==> config.mk <==
export PLATFORM = sky130hd
export DESIGN_NAME = spi_tx_feeder
export DESIGN_NICKNAME = d
export VERILOG_FILES = /design/src/rtl/spi_tx_feeder.sv
export SDC_FILE = /design/constraint.sdc
export NUM_CORES = 1
export LEC_CHECK = 0
export ABC_AREA = 1
export BUFFER_PORTS_ARGS = -buffer_cell sky130_fd_sc_hd__buf_2
export CAP_MARGIN = 10
export CORE_MARGIN = 5
export CORE_UTILIZATION = 49
export DETAILED_ROUTE_END_ITERATION = 7
export PLACE_DENSITY = 0.71
export SLEW_MARGIN = 30
export SYNTH_ARGS = -nofsm -noshare
export SYNTH_HDL_FRONTEND = slang
export SYNTH_SLANG_ARGS = --single-unit
==> constraint.sdc <==
create_clock -name clock -period 4.6 [get_ports clock]
set_input_delay 0.69 -clock clock [delete_from_list [all_inputs] [get_ports clock]]
set_output_delay 0.69 -clock clock [all_outputs]
set_load 0.03 [all_outputs]
==> src/rtl/spi_tx_feeder.sv <==
// spi_tx_feeder: byte FIFO in front of an SPI master. Launches one byte
// per start pulse, waits for done, then holds an inter-byte gap.
// Ports:
//   clock, reset         system clock, async active-high reset
//   wr_en, wr_data       control-side byte push
//   spi_ready, spi_done  master idle / transfer-finished pulse
//   spi_start            one-cycle launch pulse to the master
//   spi_tx_data          byte held stable for the master
//   full, empty, level   registered FIFO occupancy
//   busy                 launcher not idle
//   overflow             sticky, push dropped while full
//   timeout_err          sticky, master never answered
// Option: define SPI_TX_FEEDER_TIMEOUT_EN to bound WAIT_DONE to
// TIMEOUT_CYCLES clocks; otherwise timeout_err is tied low.

module spi_tx_feeder #(
  parameter int DEPTH          = 8,
  parameter int GAP_CYCLES     = 4,
  parameter int TIMEOUT_CYCLES = 1024,
  localparam int LW = $clog2(DEPTH + 1)
) (
  input  logic          clock,
  input  logic          reset,
  input  logic          wr_en,
  input  logic [7:0]    wr_data,
  input  logic          spi_ready,
  input  logic          spi_done,
  output logic          spi_start,
  output logic [7:0]    spi_tx_data,
  output logic          full,
  output logic          empty,
  output logic [LW-1:0] level,
  output logic          busy,
  output logic          overflow,
  output logic          timeout_err
);

  localparam int AW = (DEPTH > 1) ? $clog2(DEPTH) : 1;
  localparam int GW = (GAP_CYCLES > 1) ? $clog2(GAP_CYCLES) : 1;

  typedef enum logic [1:0] {
    IDLE,
    START,
    WAIT_DONE,
    GAP
  } state_t;

  state_t state;
  state_t nxt;

  logic [7:0]    mem [DEPTH];
  logic [AW-1:0] wptr;
  logic [AW-1:0] rptr;
  logic [LW-1:0] cnt;
  logic [GW-1:0] gcnt;
  logic          push;
  logic          pop;
  logic          expire;
  logic          gap_end;

  assign full  = (cnt == LW'(DEPTH));
  assign empty = (cnt == '0);
  assign level = cnt;
  assign busy  = (state != IDLE);

  assign spi_start = (state == START);

  assign pop  = (state == IDLE) && !empty && spi_ready;
  // A pop in the same cycle frees a slot, so a push while full is
  // still taken then.
  assign push = wr_en && (!full || pop);

  always_ff @(posedge clock) begin
    if (push) begin
      mem[wptr] <= wr_data;
    end
  end

  always_ff @(posedge clock or posedge reset) begin
    if (reset) begin
      wptr     <= '0;
      rptr     <= '0;
      cnt      <= '0;
      overflow <= 1'b0;
    end else begin
      if (push) begin
        wptr <= wptr + 1'b1;
      end
      if (pop) begin
        rptr <= rptr + 1'b1;
      end
      if (push && !pop) begin
        cnt <= cnt + 1'b1;
      end else if (pop && !push) begin
        cnt <= cnt - 1'b1;
      end
      if (wr_en && !push) begin
        overflow <= 1'b1;
      end
    end
  end

  always_ff @(posedge clock or posedge reset) begin
    if (reset) begin
      spi_tx_data <= 8'h00;
    end else if (pop) begin
      spi_tx_data <= mem[rptr];
    end
  end

  always_ff @(posedge clock or posedge reset) begin
    if (reset) begin
      gcnt <= '0;
    end else if (state == GAP) begin
      gcnt <= gcnt + 1'b1;
    end else begin
      gcnt <= '0;
    end
  end

  assign gap_end = (gcnt == GW'(GAP_CYCLES - 1));

`ifdef SPI_TX_FEEDER_TIMEOUT_EN
  localparam int TW = (TIMEOUT_CYCLES > 1) ?
    $clog2(TIMEOUT_CYCLES) : 1;

  logic [TW-1:0] tcnt;

  // Counter is zero on the first WAIT_DONE cycle, so expiry lands
  // exactly TIMEOUT_CYCLES clocks after entry.
  always_ff @(posedge clock or posedge reset) begin
    if (reset) begin
      tcnt <= '0;
    end else if (state == WAIT_DONE) begin
      tcnt <= tcnt + 1'b1;
    end else begin
      tcnt <= '0;
    end
  end

  assign expire = (state == WAIT_DONE) && !spi_done &&
                  (tcnt == TW'(TIMEOUT_CYCLES - 1));

  always_ff @(posedge clock or posedge reset) begin
    if (reset) begin
      timeout_err <= 1'b0;
    end else if (expire) begin
      timeout_err <= 1'b1;
    end
  end
`else
  assign expire      = 1'b0;
  assign timeout_err = 1'b0;
`endif

  always_ff @(posedge clock or posedge reset) begin
    if (reset) begin
      state <= IDLE;
    end else begin
      state <= nxt;
    end
  end

  always_comb begin
    nxt = state;
    unique case (state)
      IDLE: begin
        if (pop) begin
          nxt = START;
        end
      end
      START: begin
        nxt = WAIT_DONE;
      end
      WAIT_DONE: begin
        if (spi_done || expire) begin
          if (GAP_CYCLES == 0) begin
            nxt = IDLE;
          end else begin
            nxt = GAP;
          end
        end
      end
      GAP: begin
        if (gap_end) begin
          nxt = IDLE;
        end
      end
      default: begin
        nxt = IDLE;
      end
    endcase
  end

endmodule

==> run summary, run 1 <==
In the routed design, unresolved DRC markers number 0. The overall overflow remaining after global route is 0. The repair_antennas step left the layout with diodes totalling 0.

The beginning of the worst register-to-register path is state[0]. The number of warnings issued by yosys is 0. For the pin with the worst max-slew slack, the measured transition is 0.931 ns. The initial antenna violation count came out at 0. Once layout is complete, the utilization of the core stands at 0.542.

The die covers 0.0102 mm². The clock buffer count from CTS is 9. The synthesis-stage register bit count is 87. For this run, the total global-route usage over all layers was measured as 0.168. The maximum count of clock buffers along a single path came out at 2. The capturing point of the worst reg2reg path is level[3]. The buffers plus inverters on the worst setup path came out at 3.

The remaining antenna violation count is 0. In this run the worst path has a maximum fanout of 5. Routability-driven placement finished with a final weighted congestion of 0.781. The final layout net count is about 450. The I/O pin count came out at 31. Of all cell types, the one taking the most synthesized area is edfxtp_1.

The count of mapped cells out of synthesis is 396. The delay of the slowest cell on the worst path is around 0.4 ns. The pin count of the biggest net entering global routing came out at 35. The total count of max-transition violations in the final report was 0. Excluding fillers, the count of instances in the completed layout stands at 532. The worst-case vdd ir drop is 0.266 mV. The required time at the worst-slack endpoint is 4.86 ns. The per-cell routed wire length is 15.0 µm. The number of buffers inserted for hold repair after clock tree synthesis is 0. The number of rows in the core area came out at 33.

The count of unique library cells instantiated by Yosys is 30. The CTS clock-pin slew for the worst setup and hold paths came out at 0.09 ns. Static timing analysis puts the maximum clock frequency at 409 MHz.

The sequential share of the synthesized area is 0.613. The share of the cycle needed by the critical path after routing is 0.532. The flow ran to the end, and the final reports show no timing, DRC or antenna violations.

Across all layers, the routed design uses 2599 vias. The post-synthesis instance area came out at ~0.0041 mm². The most numerous cell type found on the critical path is nand2_1. Using the TritonRoute via totals, the vias-per-cell ratio works out to between 4 and 5.

The smallest clock period supported by the final layout is computed as 2.45 ns. TritonCTS built the clock tree. Traced cell by cell, the critical path runs through inv_1 -> ha_1 -> nand2_1 -> nand4_1 -> nand2_2 -> inv_4 -> ha_1 -> inv_1 -> ha_1 -> a21oi_1 -> nand2_1 -> o21ai_0 -> nand2_1 -> nand2_1 -> nand2_1.

The post-CTS repair timing setup buffer count came out at 0. The data arrival at the endpoint of the critical path is roughly 2.7 ns. The clock latency reported for the late side of the worst-skew pair is between 0.3 and 0.4 ns. The cell at the root of the clock tree is clkbuf_8. In the post-synthesis netlist, the biggest area contributors are edfxtp_1 47%, dfrtp_1 14%, nand2_1 11%. The critical path in this run is classified as flip-flop to flip-flop.

The worst reg-to-reg setup slack came out at 2.15 ns. The signed area change from the synthesized netlist to the final layout came out at 8.85%. During placement, the flow inserted port buffers numbering 29. The final number of setup-violating endpoints came out at 0. Grouping stages by cell kind, the critical path spends the most delay in adder cells. The half-perimeter wire length after placement came out at between 5000 and 6000 µm. STA classifies the critical path endpoint as a flip-flop. Measured against its own limit, the worst slew margin works out to 0.377. The floorplan die height is 101 µm. The length in cells of the worst reg-to-reg path came out at 15. The post-route setup TNS came out at 0 ns. The area of the core came out at 0.00818 mm². The power per standard cell area is 652 mW/mm². The first-pass GRT wire length is 12900 µm. The number of DRC violations after detailed-routing iteration 0 came out at 123. The proportion of synthesized flip-flops having asynchronous set or reset came out at 0.264.

In this run, post-CTS repair resized a total of 0 instances. The leakage dissipation is approximately 2.0 nW. The most used flip-flop cell after synthesis is edfxtp_1. The post-synthesis net count is 421. The total count of hold-check failures in the final report came out at 0. The largest clock skew in the final design is 0.00863 ns. A synthesized cell averages 10.3 µm². The total of max-cap violations came out at 0. The tightest hold path in the finished design has a slack of 0.367 ns.

The class of the tightest hold or removal check is input port to asynchronous set/reset pin. The cell type of the slowest stage on the worst timing path is dfrtp_1. The cell count after placement is 516. Setup repair after global routing left no endpoint under its margin.

The H-tree generated during clock tree synthesis spans 3 levels. STA classifies the critical path startpoint as a flip-flop. The die boundary width is 101 µm. For this configuration, the core starts out at a cell density of 0.498. The number of enable flip-flop cells after synthesis is 64. The number of global-route vias before repair is 2590. The final worst slack is 2.15 ns. The final wirelength is approximately 8000 µm. The share of the synthesized area in the top cell type came out at 0.472. The CTS sink count is 87. OpenSTA, run right after detailed placement, puts the worst setup slack at about 2.1 ns. In the final layout, the share of cells above drive strength 1 is 0.176. The first-pass detailed-route iteration total came out at 4.
## cell families (layout without fill, tap and decap cells)
kind of cell    after synthesis  count (layout)  share of synthesized area
compound gates                8               8                     0.0117
simple gates                199             199                      0.223
buf+inv                      85             116                      0.102
fa+ha+maj                    12              12                     0.0387
xor+xnor                      4               4                     0.0104
flops                        87              87                      0.613
other cells                   1               1                   0.000921
## cells in the final DEF, fill, tap and decap left out, types with 9 or more instances in the layout
| cell | n |
|---|---|
| buf_2 | 29 |
| clkbuf_8 | 9 |
| dfrtp_1 | 22 |
| edfxtp_1 | 64 |
| ha_1 | 11 |
| inv_1 | 65 |
| nand2_1 | 117 |
| nand2_2 | 11 |
| nand3_1 | 44 |
| nand3_2 | 10 |
| nor2_1 | 12 |
## state kept, by name (all words and copies together) (netlist names)
register	cells
level	4
rptr	3
overflow	1
state	2
spi_tx_data	8
gcnt	2
wptr	3
mem	64
## worst max path at each step
stage	cells after the start	to	slack, ns	start
after global routing	15	level[3]	1.97	state[0]
final	15	level[3]	2.15	state[0]
after detailed placement	14	level[3]	2.12	spi_ready
after CTS	15	level[3]	2.16	state[0]
after floorplan	2	full	2.27	level[3]
after global placement	14	level[3]	2.23	spi_ready
## layer usage
metal  share of wire  vias up  global-route usage
met5               0        -                   0
met4           0.016        0              0.0716
met3           0.053       10              0.0351
met2            0.52       57               0.277
met1            0.42     1229               0.215
li1                -     1303                   -
## cells in the mapped netlist, types with 4 or more instances
library cell	n
buf_4	6
buf_6	6
dfrtp_1	23
edfxtp_1	64
ha_1	11
inv_1	66
inv_4	4
nand2_1	117
nand2_2	11
nand3_1	44
nand3_2	10
nor2_1	12
## power by group
group,internal (mW),switching [mW],total (mW)
sequential,1.02,0.194,1.22
clock,0.306,0.273,0.579
combinational,0.356,0.736,1.09
total,1.69,1.20,2.89
## area by class of cell
cell class	instances	area, µm²
Clock buffer	9	124
Inverter	71	277
Sequential cell	87	2500
Clock inverter	7	96.3
Fill cell	722	3740
Multi-Input combinational cell	224	1160
Timing Repair Buffer	29	145
Tap cell	105	131
## per-stage QoR
stage | area (µm²) | power, mW
4_1_cts | 4430 | 2.91
5_1_grt | 4430 | 3.10
3_3_place_gp | 4210 | 2.30
6_report | 4430 | 2.89
2_1_floorplan | 4070 | 2.11
3_5_place_dp | 4210 | 2.33
Power figures use the tool's default switching activity.
==> run 2: changes to the inputs <==
- clock period: 4.6 -> 2.44 ns (I/O delays scaled with it)
==> run summary, run 2 (synthesis results as in run 1) <==
The remaining antenna violation count came out at 0 (unchanged). The effective utilization at floorplan is 0.498 (unchanged). The clock buffer count from CTS is 9 (unchanged). The cell type of the slowest stage on the worst timing path was dfrtp_1 (unchanged). The standard cell area after detailed placement came out at 0.00430 mm² (was 0.00421 mm²). The I/O pin count is 31 (unchanged). The overall die area is 0.0102 mm² (unchanged). The final number of setup-violating endpoints came out at 0 (unchanged).

The via count came to 2708 (was 2599). The data arrival at the endpoint of the critical path came out at 2.50 ns (was 2.70 ns). The flip-flop count of the largest register, all copies and words added came out at 64 (unchanged). The fraction of the core area covered by cells at the end of the flow came out at 0.552 (was 0.542). The biggest fanout along the worst timing path is 5 (unchanged). The clock latency reported for the late side of the worst-skew pair is 0.35 ns (was 0.36 ns). The signed area change from the synthesized netlist to the final layout was 10.9% (was 8.85%).

The family of cells with the greatest summed delay on the critical path is simple AND/OR/NAND/NOR gates (was adder cells). Cells along the critical path: inv_1 -> ha_2 -> nand2_1 -> nand4_1 -> nand2_2 -> inv_4 -> ha_1 -> inv_2 -> ha_4 -> a21oi_4 -> nand2_1 -> o21ai_0 -> nand2_1 -> nand2_1 -> nand2_1 (was inv_1 -> ha_1 -> nand2_1 -> nand4_1 -> nand2_2 -> inv_4 -> ha_1 -> inv_1 -> ha_1 -> a21oi_1 -> nand2_1 -> o21ai_0 -> nand2_1 -> nand2_1 -> nand2_1). The delay of the slowest cell on the worst path was 0.40 ns (was 0.39 ns). The CTS sink count is 87 (unchanged).

The overall overflow remaining after global route is 0 (unchanged). The floorplan die height is 101 µm (unchanged). The class of the tightest hold or removal check was input port to asynchronous set/reset pin (unchanged). The pre-CTS setup slack is 0.00986 ns (was 2.12 ns). The kind of end point of the critical path is a flip-flop (unchanged). The CTS clock-pin slew for the worst setup and hold paths came out at 0.08 ns (was 0.09 ns). The startpoint kind of the worst setup timing path is a flip-flop (unchanged). The number of inserted diodes came out at 0 (unchanged). The share of the cycle needed by the critical path after routing came out at 0.925 (was 0.532). The final wirelength is 8080 µm (was 7960 µm). The worst-case vdd ir drop is 0.504 mV (was 0.266 mV). The routability congestion estimate from global placement came out at 0.805 (was 0.781).

The share of post-route cells with drive strength above 1 is 0.210 (was 0.176). The maximum count of clock buffers along a single path was 2 (unchanged). The mean number of vias per cell is 4.95 (was 4.89). The buffers plus inverters on the worst setup path came out at 3 (unchanged). The area of the core came out at 0.00818 mm² (unchanged). The total count of max-transition violations in the final report came out at 0 (unchanged).

The first-pass detailed-route iteration total came to 4 (unchanged). The number of fill cells is 713 (was 722). The final layout net count is 462 (was 447).

The cell repeated most along the worst path is nand2_1 (unchanged). The total routing resource utilization after global routing came to 0.172 (was 0.168). The H-tree depth came out at 3 (unchanged). The number of buffers inserted for hold repair after clock tree synthesis came out at 0 (unchanged).

The CTS tree is built (unchanged). The pin count of the biggest net entering global routing is 34 (was 35). The tightest slew margin relative to the limit was 0.609 (was 0.377). The critical setup path kind is flip-flop to flip-flop (unchanged).

The cell at the root of the clock tree is clkbuf_8 (unchanged). The most common library cell in the layout ignoring fill and taps is nand2_1 (unchanged). The power per standard cell area came out at 1200 mW/mm² (was 652 mW/mm²). The final worst slack is 0.183 ns (was 2.15 ns).

The largest clock skew in the final design is 0.00808 ns (was 0.00863 ns). The half-perimeter wire length after placement is 5360 µm (was 5070 µm). The number of I/O port buffers is 29 (unchanged). The final period demand of the worst path is 2.26 ns (was 2.45 ns). Status: finished, final reports clean (unchanged). The first-pass GRT wire length is 13200 µm (was 12900 µm). The actual transition at the worst max-transition pin is 0.586 ns (was 0.931 ns).

The cell count after placement was 528 (was 516). The register name with the most flops was mem (unchanged). The initial antenna violation count came to 0 (unchanged). The total of max-cap violations is 0 (unchanged).

The total count of hold-check failures in the final report is 0 (unchanged). The leakage dissipation came to 2.10 nW (was 2.04 nW). The required time at the worst-slack endpoint is 2.69 ns (was 4.86 ns).

The number of rows in the core area is 33 (unchanged). The die boundary width is 101 µm (unchanged). The post-route setup TNS came out at 0 ns (unchanged).

The area of all placed cells without fillers came out at 0.00452 mm² (was 0.00443 mm²). The DRC violation count after routing came out at 0 (unchanged). The number of DRC violations after detailed-routing iteration 0 came out at 127 (was 123). The per-cell routed wire length is 14.8 µm (was 15.0 µm). The number of global-route vias before repair was 2739 (was 2590).

The number of cells in the finished layout apart from fillers is 547 (was 532). Commonest cells after routing, fill and taps aside: 117 x nand2_1, 64 x edfxtp_1, 63 x inv_1 (was 117 x nand2_1, 65 x inv_1, 64 x edfxtp_1). The highest clock rate is 443 MHz (was 409 MHz).
-- run 2: area by class of cell --
cell class              instances  area [µm²]  area share
inverters                      71         277      0.0612
repair buffers                 44         258      0.0571
flip-flops and latches         87        2500       0.553
clock buffers                  10         128      0.0283
well taps                     105         131      0.0291
multi-input cells             224        1190       0.263
clock inverters                 6        37.5     0.00831
-- run 2: power breakdown --
| part | leakage (nW) | switching, mW | internal [mW] |
|---|---|---|---|
| clock network | 0.0813 | 0.490 | 0.365 |
| registers | 0.863 | 0.267 | 1.93 |
| logic | 1.16 | 1.54 | 0.816 |
| total | 2.10 | 2.30 | 3.11 |
-- run 2: path summary, 6_finish.rpt --
kind	start	to	slack (ns)	cells after the start
worst max-delay path	state[0]	level[3]	0.18	15
min in group clock	wr_en	overflow	0.28	3
worst min register to register	gcnt[0]	gcnt[0]	0.44	1
max in group asynchronous	reset	spi_tx_data[1]	2.06	2
worst max register to register	state[0]	level[3]	0.18	15
worst min-delay path	reset	gcnt[1]	0.03	2
-- run 2: repair_timing --
action                                  CTS  global route
setup buffers                             0             3
resized for setup                         1             5
endpoints found under the setup margin    1             2
pin swaps                                 0             1
-- run 2: worst reg2reg max path, delay by kind of cell (launching register included) --
family | cells | cell delay [ns]
AOI/OAI and AO/OA | 2 | 0.20
adders and majority gates | 3 | 0.65
buffers and inverters | 3 | 0.26
DFF | 1 | 0.40
and+or+nand+nor | 7 | 0.65
-- run 2: stage by stage --
stage / hold slack [ns] / total power [mW]
4_1_cts: 0.220 / 5.36
6_report: 0.0324 / 5.40
5_1_grt: 0.0693 / 5.81
2_1_floorplan: 0.368 / 3.97
3_5_place_dp: 0.422 / 4.50
3_3_place_gp: 0.417 / 4.39
-- run 2: routing by layer --
metal  global-route usage  vias up  wire length (µm)
met1                0.203     1296              3200
met3               0.0310       21               313
met2                0.306       61              4320
met4               0.0767        0               249
met5                    0        -                 0
li1                     -     1330                 -
